**src/rtl/pyfive_wb_guard_pkg.sv**
```systemverilog
// Shared definitions for the pyfive Wishbone bus-side blocks:
// FSM state encodings and the default read data returned on a timeout.
package pyfive_wb_guard_pkg;

  typedef enum logic [1:0] {
    IDLE = 2'd0,
    BUSY = 2'd1,
    RESP = 2'd2
  } state_t;

  localparam logic [31:0] TMO_DATA_DEFAULT = 32'hDEADBEEF;
  localparam int          TMO_CNT_W        = 16;

endpackage

```
**src/rtl/pyfive_wb_guard.sv**
```systemverilog
// Registered Wishbone bridge from the management-core slave port to the pyfive bus
// splitter; forces completion of any transfer a peripheral never acknowledges.
module pyfive_wb_guard
  import pyfive_wb_guard_pkg::*;
#(
  parameter int          TIMEOUT  = 255,
  parameter logic [31:0] TMO_DATA = TMO_DATA_DEFAULT,
  parameter int          CW       = $clog2(TIMEOUT + 1)
) (
  input  logic                 wb_clk_i,
  input  logic                 wb_rst_i,
  input  logic                 wbs_stb_i,
  input  logic                 wbs_cyc_i,
  input  logic                 wbs_we_i,
  input  logic [3:0]           wbs_sel_i,
  input  logic [31:0]          wbs_dat_i,
  input  logic [31:0]          wbs_adr_i,
  output logic                 wbs_ack_o,
  output logic [31:0]          wbs_dat_o,
  output logic                 wbm_stb_o,
  output logic                 wbm_cyc_o,
  output logic                 wbm_we_o,
  output logic [3:0]           wbm_sel_o,
  output logic [31:0]          wbm_dat_o,
  output logic [31:0]          wbm_adr_o,
  input  logic                 wbm_ack_i,
  input  logic [31:0]          wbm_dat_i,
  input  logic                 tmo_clr,
  output logic                 tmo_evt,
  output logic [TMO_CNT_W-1:0] tmo_cnt
);

  localparam logic [CW-1:0] TMO_LAST = CW'(TIMEOUT - 1);

  state_t        state;
  state_t        state_nxt;
  logic [CW-1:0] wait_cnt;
  logic [31:0]   rsp_dat;
  logic          accept;
  logic          abort;
  logic          done_ack;
  logic          done_tmo;

  assign accept   = (state == IDLE) && wbs_cyc_i && wbs_stb_i;
  assign abort    = (state == BUSY) && !wbs_cyc_i;
  assign done_ack = (state == BUSY) && wbs_cyc_i && wbm_ack_i;
  // An ack arriving on the last wait cycle wins over the timeout.
  assign done_tmo = (state == BUSY) && wbs_cyc_i && !wbm_ack_i && (wait_cnt == TMO_LAST);

  always_ff @(posedge wb_clk_i or posedge wb_rst_i) begin
    if (wb_rst_i) state <= IDLE;
    else          state <= state_nxt;
  end

  always_comb begin
    state_nxt = state;
    case (state)
      IDLE:    if (accept) state_nxt = BUSY;
      BUSY: begin
        if (abort)                      state_nxt = IDLE;
        else if (done_ack || done_tmo)  state_nxt = RESP;
      end
      RESP:    state_nxt = IDLE;
      default: state_nxt = IDLE;
    endcase
  end

  always_comb begin
    wbm_cyc_o = 1'b0;
    wbm_stb_o = 1'b0;
    wbs_ack_o = 1'b0;
    wbs_dat_o = 32'd0;
    case (state)
      BUSY: begin
        wbm_cyc_o = 1'b1;
        wbm_stb_o = 1'b1;
      end
      RESP: begin
        wbs_ack_o = 1'b1;
        wbs_dat_o = rsp_dat;
      end
      default: ;
    endcase
  end

  always_ff @(posedge wb_clk_i or posedge wb_rst_i) begin
    if (wb_rst_i) begin
      wbm_adr_o <= 32'd0;
      wbm_dat_o <= 32'd0;
      wbm_sel_o <= 4'd0;
      wbm_we_o  <= 1'b0;
      wait_cnt  <= '0;
      rsp_dat   <= 32'd0;
      tmo_evt   <= 1'b0;
    end else begin
      tmo_evt <= done_tmo;
      if (accept) begin
        wbm_adr_o <= wbs_adr_i;
        wbm_dat_o <= wbs_dat_i;
        wbm_sel_o <= wbs_sel_i;
        wbm_we_o  <= wbs_we_i;
        wait_cnt  <= '0;
      end else if (done_ack) begin
        rsp_dat <= wbm_we_o ? 32'd0 : wbm_dat_i;
      end else if (done_tmo) begin
        rsp_dat <= wbm_we_o ? 32'd0 : TMO_DATA;
      end else if ((state == BUSY) && !abort) begin
        wait_cnt <= wait_cnt + CW'(1);
      end
    end
  end

  // A clear coinciding with a timeout pulse keeps that one event.
  always_ff @(posedge wb_clk_i or posedge wb_rst_i) begin
    if (wb_rst_i)                  tmo_cnt <= '0;
    else if (tmo_clr)              tmo_cnt <= {{(TMO_CNT_W-1){1'b0}}, tmo_evt};
    else if (tmo_evt && !(&tmo_cnt)) tmo_cnt <= tmo_cnt + TMO_CNT_W'(1);
  end

endmodule

```
**config.mk**
```make
export PLATFORM = sky130hd
export DESIGN_NAME = pyfive_wb_guard
export DESIGN_NICKNAME = d
export VERILOG_FILES = /design/src/rtl/pyfive_wb_guard_pkg.sv /design/src/rtl/pyfive_wb_guard.sv
export SDC_FILE = /design/constraint.sdc
export NUM_CORES = 1
export LEC_CHECK = 0
export ABC_AREA = 1
export BUFFER_PORTS_ARGS = -buffer_cell sky130_fd_sc_hd__buf_4
export CORE_ASPECT_RATIO = 1.2
export CORE_MARGIN = 3
export CORE_UTILIZATION = 44
export CTS_CLUSTER_DIAMETER = 200
export DETAILED_ROUTE_END_ITERATION = 8
export PLACE_DENSITY = 0.86
export SLEW_MARGIN = 20
export SYNTH_ARGS = -nofsm -noshare
export SYNTH_HDL_FRONTEND = slang
export SYNTH_SLANG_ARGS = --single-unit
```
**constraint.sdc**
```tcl
create_clock -name wb_clk_i -period 3.1 [get_ports wb_clk_i]
set_input_delay 0 -clock wb_clk_i [delete_from_list [all_inputs] [get_ports wb_clk_i]]
set_output_delay 0 -clock wb_clk_i [all_outputs]
set_load 0.1 [all_outputs]
```
## Word level (Yosys, flattened, before mapping)

Index checks and enable logic that the tools add are counted.
Widths: inputs -> output; s select.

| word-level totals | value |
|---|---|
| flip-flop bits (word level) | 128 |
| input port bits | 107 |
| output and inout port bits | 121 |
| logic and storage cells | 58 |

| operators by class | value |
|---|---|
| add/subtract/negate cells | 2 |
| equality and inequality tests | 7 |
| multiplexer cells | 17 |
| bitwise logic cells | 1 |
| reductions and logical operators | 22 |

Operator list:

| operator | number |
|---|---|
| $mux 32 | 5 |
| $mux 16 | 2 |
| $mux 8 | 4 |
| $add 16x1->16 const B | 1 |
| $reduce_and 16->1 | 1 |
| $logic_and 1x1->1 | 9 |
| $add 8x1->8 const B | 1 |
| $eq 8x8->1 const B | 1 |
| $mux 2 | 3 |
| $ne 2x2->1 const B | 3 |
| $reduce_bool 2->1 | 3 |
| $logic_not 1->1 | 4 |
| $pmux 2 s2 | 1 |
| $reduce_and 2->1 | 2 |
| $ne 3x3->1 const B | 1 |
| $reduce_and 3->1 | 1 |
| $eq 2x1->1 const B | 1 |
| $eq 2x2->1 const B | 1 |
| $logic_not 2->1 | 1 |
| $mux 1 | 2 |
| $logic_or 1x1->1 | 1 |
| $not 1->1 | 1 |

## Longest topological paths before layout

| depth | value |
|---|---|
| depth in word-level cells | 8 |
| gate-level depth with buffers | 12 |
| gate-level depth less buffers | 10 |

## Worst setup path before layout

OpenSTA, ideal clock, no wires.

| timing path | value |
|---|---|
| path type | register -> output |
| start point | register state[0] |
| end point | output port wbs_dat_o[10] |
| arrival time | 3486 ps |
| data required time | 3100 ps |
| path slack | -386 ps |
| cell stages (with the launch flop) | 5 |
| buffers on the path | 1 |
| path through | dfrtp_1 > nor2_1 > inv_1 > clkbuf_1 > nor2_1 |

| between the ends | value |
|---|---|
| longest elaborated chain between the ends | 2 |

Ends and longest elaborated chain:

| what | RTL line | RTL |
|---|---|---|
| start: declaration | pyfive_wb_guard.sv:35 | `state_t state;` |
| start signal: assignment | pyfive_wb_guard.sv:52 | `else state <= state_nxt;` |
| $eq 2x2->1 | pyfive_wb_guard.sv:73 | `case (state)` |
| $mux 32 | pyfive_wb_guard.sv:73 |  |
| end: declaration | pyfive_wb_guard.sv:19 | `output logic [31:0] wbs_dat_o,` |

No other way between the ends.

## Worst setup path in the final report

| timing path | value |
|---|---|
| start point | register state[1] |
| end point | register rsp_dat[28] |

| between the ends | value |
|---|---|
| longest elaborated chain between the ends | 6 |
| elaborated cells on any way between the ends | 12 |
| classes of those cells | 1 x eq/ne; 1 x mux; 1 x bitwise; 9 x reduce/logical |

Ends and longest elaborated chain:

| what | RTL line | RTL |
|---|---|---|
| $eq 2x1->1 | pyfive_wb_guard.sv:46, pyfive_wb_guard.sv:48 |  |
| $logic_and 1x1->1 | pyfive_wb_guard.sv:46, pyfive_wb_guard.sv:48 |  |
| $logic_and 1x1->1 (2 in a row) | pyfive_wb_guard.sv:48 | `assign done_tmo = (state == BUSY) && wbs_cyc_i && !wbm_ack_i && (wait_cnt == TMO_LAST);` |
| $reduce_bool 2->1 (no source line) | - |  |
| $reduce_and 2->1 (no source line) | - |  |
| end signal: assignment | pyfive_wb_guard.sv:104 | `rsp_dat <= wbm_we_o ? 32'd0 : wbm_dat_i;` |
| end signal: assignment | pyfive_wb_guard.sv:106 | `rsp_dat <= wbm_we_o ? 32'd0 : TMO_DATA;` |
| end: declaration | pyfive_wb_guard.sv:38 | `logic [31:0] rsp_dat;` |

Several ways; a longest one is shown, not always the timed one.
A chain may end at the register's enable or synchronous reset.

==> flow_metrics.env <==
export IMPL_synth_adder_area_share_pct=0.6588
export IMPL_fp_dieH_um=130.7
export IMPL_maxCapViolCount=0
export IMPL_hold_start="wbs_cyc_i"
export IMPL_grt_ovfl_total=0
export IMPL_antenna_left=0
export IMPL_finalNetCount=1151
export IMPL_die_area_mm2=0.01436
export IMPL_hold_path_end="tmo_evt"
export IMPL_io_buffers=227
export IMPL_cts_resized_gates=0
export IMPL_synth_edff_count=0
export IMPL_cts_sinks=128
export IMPL_synth_nets=827
export IMPL_drive_above_1_share_pct=26.00
export IMPL_cts_buffers=17
export IMPL_via_per_inst=4.996
export IMPL_r2r_end="rsp_dat[28]"
export IMPL_synthMuxAreaShare_pct=0
export IMPL_design_area_mm2=0.009150
export IMPL_dpl_cell_area_mm2=0.007492
export IMPL_yosysWarnings=0
export IMPL_synth_top_family_by_area="simple AND/OR/NAND/NOR gates"
export IMPL_slew_viol_final=0
export IMPL_maxSlewHeadroom_pct=32.64
export IMPL_min_period_over_period_pct=74.32
export IMPL_critPathKind="register to register"
export IMPL_hold_violations=0
export IMPL_syn_inst=717
export IMPL_rr_startpoint="state[1]"
export IMPL_syn_to_final_growth_pct=60.58
export IMPL_cts_buffer_depth=2
export IMPL_antenna_found_initial=0
export IMPL_synthSimpleGateAreaFrac_pct=30.94
export IMPL_clock_fmax_mhz=434.0
export IMPL_setup_viol=0
export IMPL_wl_um=18210
export IMPL_drcViolationCount=0
export IMPL_synth_area_mm2=0.005698
export IMPL_synth_compound_area_share_pct=3.931
export IMPL_drtPass1Iterations=5
export IMPL_cpLargestDelayFamily="simple AND/OR/NAND/NOR gates"
export IMPL_cts_clk_slew_worst_paths_ns=0.06
export IMPL_synth_distinct_cells=25
export IMPL_rrSetupSlack_ns=0.80
export IMPL_worstPathArrival_ns=2.61
export IMPL_fin_hold_ws_ns=0.04439
export IMPL_cp_slowest_stage_delay_ns=0.45
export IMPL_start_util_pct=46.00
export IMPL_synth_seq_cells=128
export IMPL_use_met2_pct=44.96
export IMPL_synth_area_per_cell_um2=7.947
export IMPL_vias=6075
export IMPL_htreeDepth=4
export IMPL_wl_per_cell_um=14.97
export IMPL_ioPinCount=228
export IMPL_reg2regPathDepth=7
export IMPL_vdd_ir_drop_max_mv=0.4879
export IMPL_grt_use_met1_pct=28.72
export IMPL_final_util_pct=73.87
export IMPL_ys_flop_type="dfrtp_1"
export IMPL_hold_depth=5
export IMPL_core_mm2=0.01239
export IMPL_power_leakage_nw=4.923
export IMPL_die_width_um=109.9
export IMPL_gp_congestion=0.8409
export IMPL_rows=44
export IMPL_drt_iter0_drc=391
export IMPL_worstMarginPinSlew_ns=1.009
export IMPL_synth_top_area_cell="dfrtp_1"
export IMPL_busiest_layer="met2"
export IMPL_crit_chain="inv_1 > nand2_1 > inv_1 > nand3_2 > nand2_2 > nand2_2 > o21ai_0"
export IMPL_grt_max_degree=129
export IMPL_cp_start_kind="register"
export IMPL_crit_fanout=26
export IMPL_end_kind="register"
export IMPL_grt_pass1_wl_um=28740
export IMPL_synth_area_top_cells="dfrtp_1, nand2_1, nor2_1"
export IMPL_grt_pass1_vias=6101
export IMPL_slowest_stage="nand3_2"
export IMPL_async_reset_ff_share_pct=100.0
export IMPL_synth_xor_area_share_pct=1.383
export IMPL_finalWorstPathRequiredPeriod_ns=2.304
export IMPL_required_ns=3.41
export IMPL_hpwl_um=10430
export IMPL_groute_layer_met3_usage_pct=6.388
export IMPL_place_inst=1079
export IMPL_rsz0062_at_grt="no"
export IMPL_finClkSkew_ns=0.009045
export IMPL_cts_tree="done"
export IMPL_yosysTopAreaCellShare_pct=56.21
export IMPL_cp_num_buf_inv=2
export IMPL_track_usage_pct=25.29
export IMPL_power_density_mw_per_mm2=728.9
export IMPL_ys_seq_area_share_pct=56.21
export IMPL_status="complete, no violations"
export IMPL_hp_class="input port to register"
export IMPL_instances_no_fill=1216
export IMPL_root_buffer="clkbuf_16"
export IMPL_clock_latency_ns=0.41
export IMPL_setup_tns_ns=0
-- per-layer routing --
metal | wire [um] | up-vias | part of all wire [%]
met1 | 6788 | 2888 | 37
met3 | 1301 | 57 | 7.1
li1 | - | 2850 | -
met5 | 0 | - | 0
met4 | 570 | 0 | 3.1
met2 | 9545 | 280 | 52
-- report_power, final --
part / leakage [nW] / internal [mW] / switching (mW) / total (mW)
Clock: 0.293 / 1.31 / 0.755 / 2.07
Sequential: 1.63 / 1.99 / 0.188 / 2.18
Combinational: 3.00 / 0.567 / 1.86 / 2.43
Total: 4.92 / 3.87 / 2.80 / 6.67
-- kinds of logic after synthesis --
group / Yosys count
buffers and inverters: 92
adders and majority gates: 3
and+or+nand+nor: 442
xor gates and xnor gates: 9
DFF: 128
AOI/OAI and AO/OA: 43
-- flip-flops by register name (all words and copies together), names as in the netlist --
signal and flops:
tmo_evt 1, wbm_dat_o 32, wbm_sel_o 4, rsp_dat 32, wait_cnt 8, tmo_cnt 16
wbm_adr_o 32, wbm_we_o 1, state 2
-- synth_stat cells (2+ instances only) --
master,n
inv_1,59
ha_1,3
nor2_2,2
dfrtp_1,128
clkbuf_1,16
nand3_1,26
o21bai_1,3
nor2_1,83
buf_2,8
nand2_2,3
nand2_1,309
o21ai_0,19
o21ai_1,20
buf_6,4
inv_2,2
nand4_1,15
xor2_1,9
-- worst max-delay path by stage --
stage	start	to	slack (ns)	depth (start not counted)
final	state[1]	rsp_dat[28]	0.80	7
after global routing	state[1]	rsp_dat[28]	0.61	7
after CTS	state[1]	rsp_dat[30]	0.97	7
after detailed placement	state[1]	rsp_dat[30]	0.98	7
after global placement	state[1]	rsp_dat[31]	1.05	7
after floorplan	state[0]	wbs_dat_o[10]	0.15	4
-- cells in the final DEF, fill, tap and decap left out --
cell type      instances
buf_12                 1
buf_4                229
bufinv_16              3
clkbuf_1               1
clkbuf_16             17
clkbuf_8               2
clkinv_1               1
clkinv_2               2
clkinv_4               2
clkinvlp_4             4
dfrtp_1              128
diode_2                1
dlygate4sd3_1        104
ha_1                   3
inv_1                 58
inv_2                  2
inv_4                  1
inv_6                  2
nand2_1              309
nand2_2                3
nand3_1               26
nand3_2                1
nand4_1               15
nor2_1                82
nor2_2                 3
nor2_4                 1
nor3_1                 1
nor3_2                 1
o21ai_0               19
o21ai_1               20
o21bai_1               3
o22ai_1                1
xor2_1                 9
-- stage by stage --
step                setup slack [ns]  total power, mW
finish                        0.7960            6.669
global route                  0.6099            6.897
CTS                           0.9680            6.644
detailed placement            0.9765            4.466
global placement               1.054            4.423
floorplan                     0.1507            3.898
-- worst register-to-register path, delay by kind of cell (launching register included) --
family                 cells  cell delay [ns]
AO/OA/AOI/OAI              1             0.32
buffers and inverters      2             0.24
flip-flops                 1             0.35
AND/OR/NAND/NOR            4             1.29
-- cell type report --
cell class | count | area, um2
fillers | 841 | 3237
flip-flops and latches | 128 | 3203
repair buffers | 334 | 2780
multi-input cells | 497 | 2106
clock buffers | 20 | 456.7
inverters | 63 | 242.7
well taps | 161 | 201.4
clock inverters | 12 | 157.7
diodes | 1 | 2.502
-- timing repair --
action | in CTS | in global routing
hold endpoints to repair | 245 | 0
hold buffers | 104 | 0
buffers inserted | 0 | 0
Power figures use the tool's default switching activity.
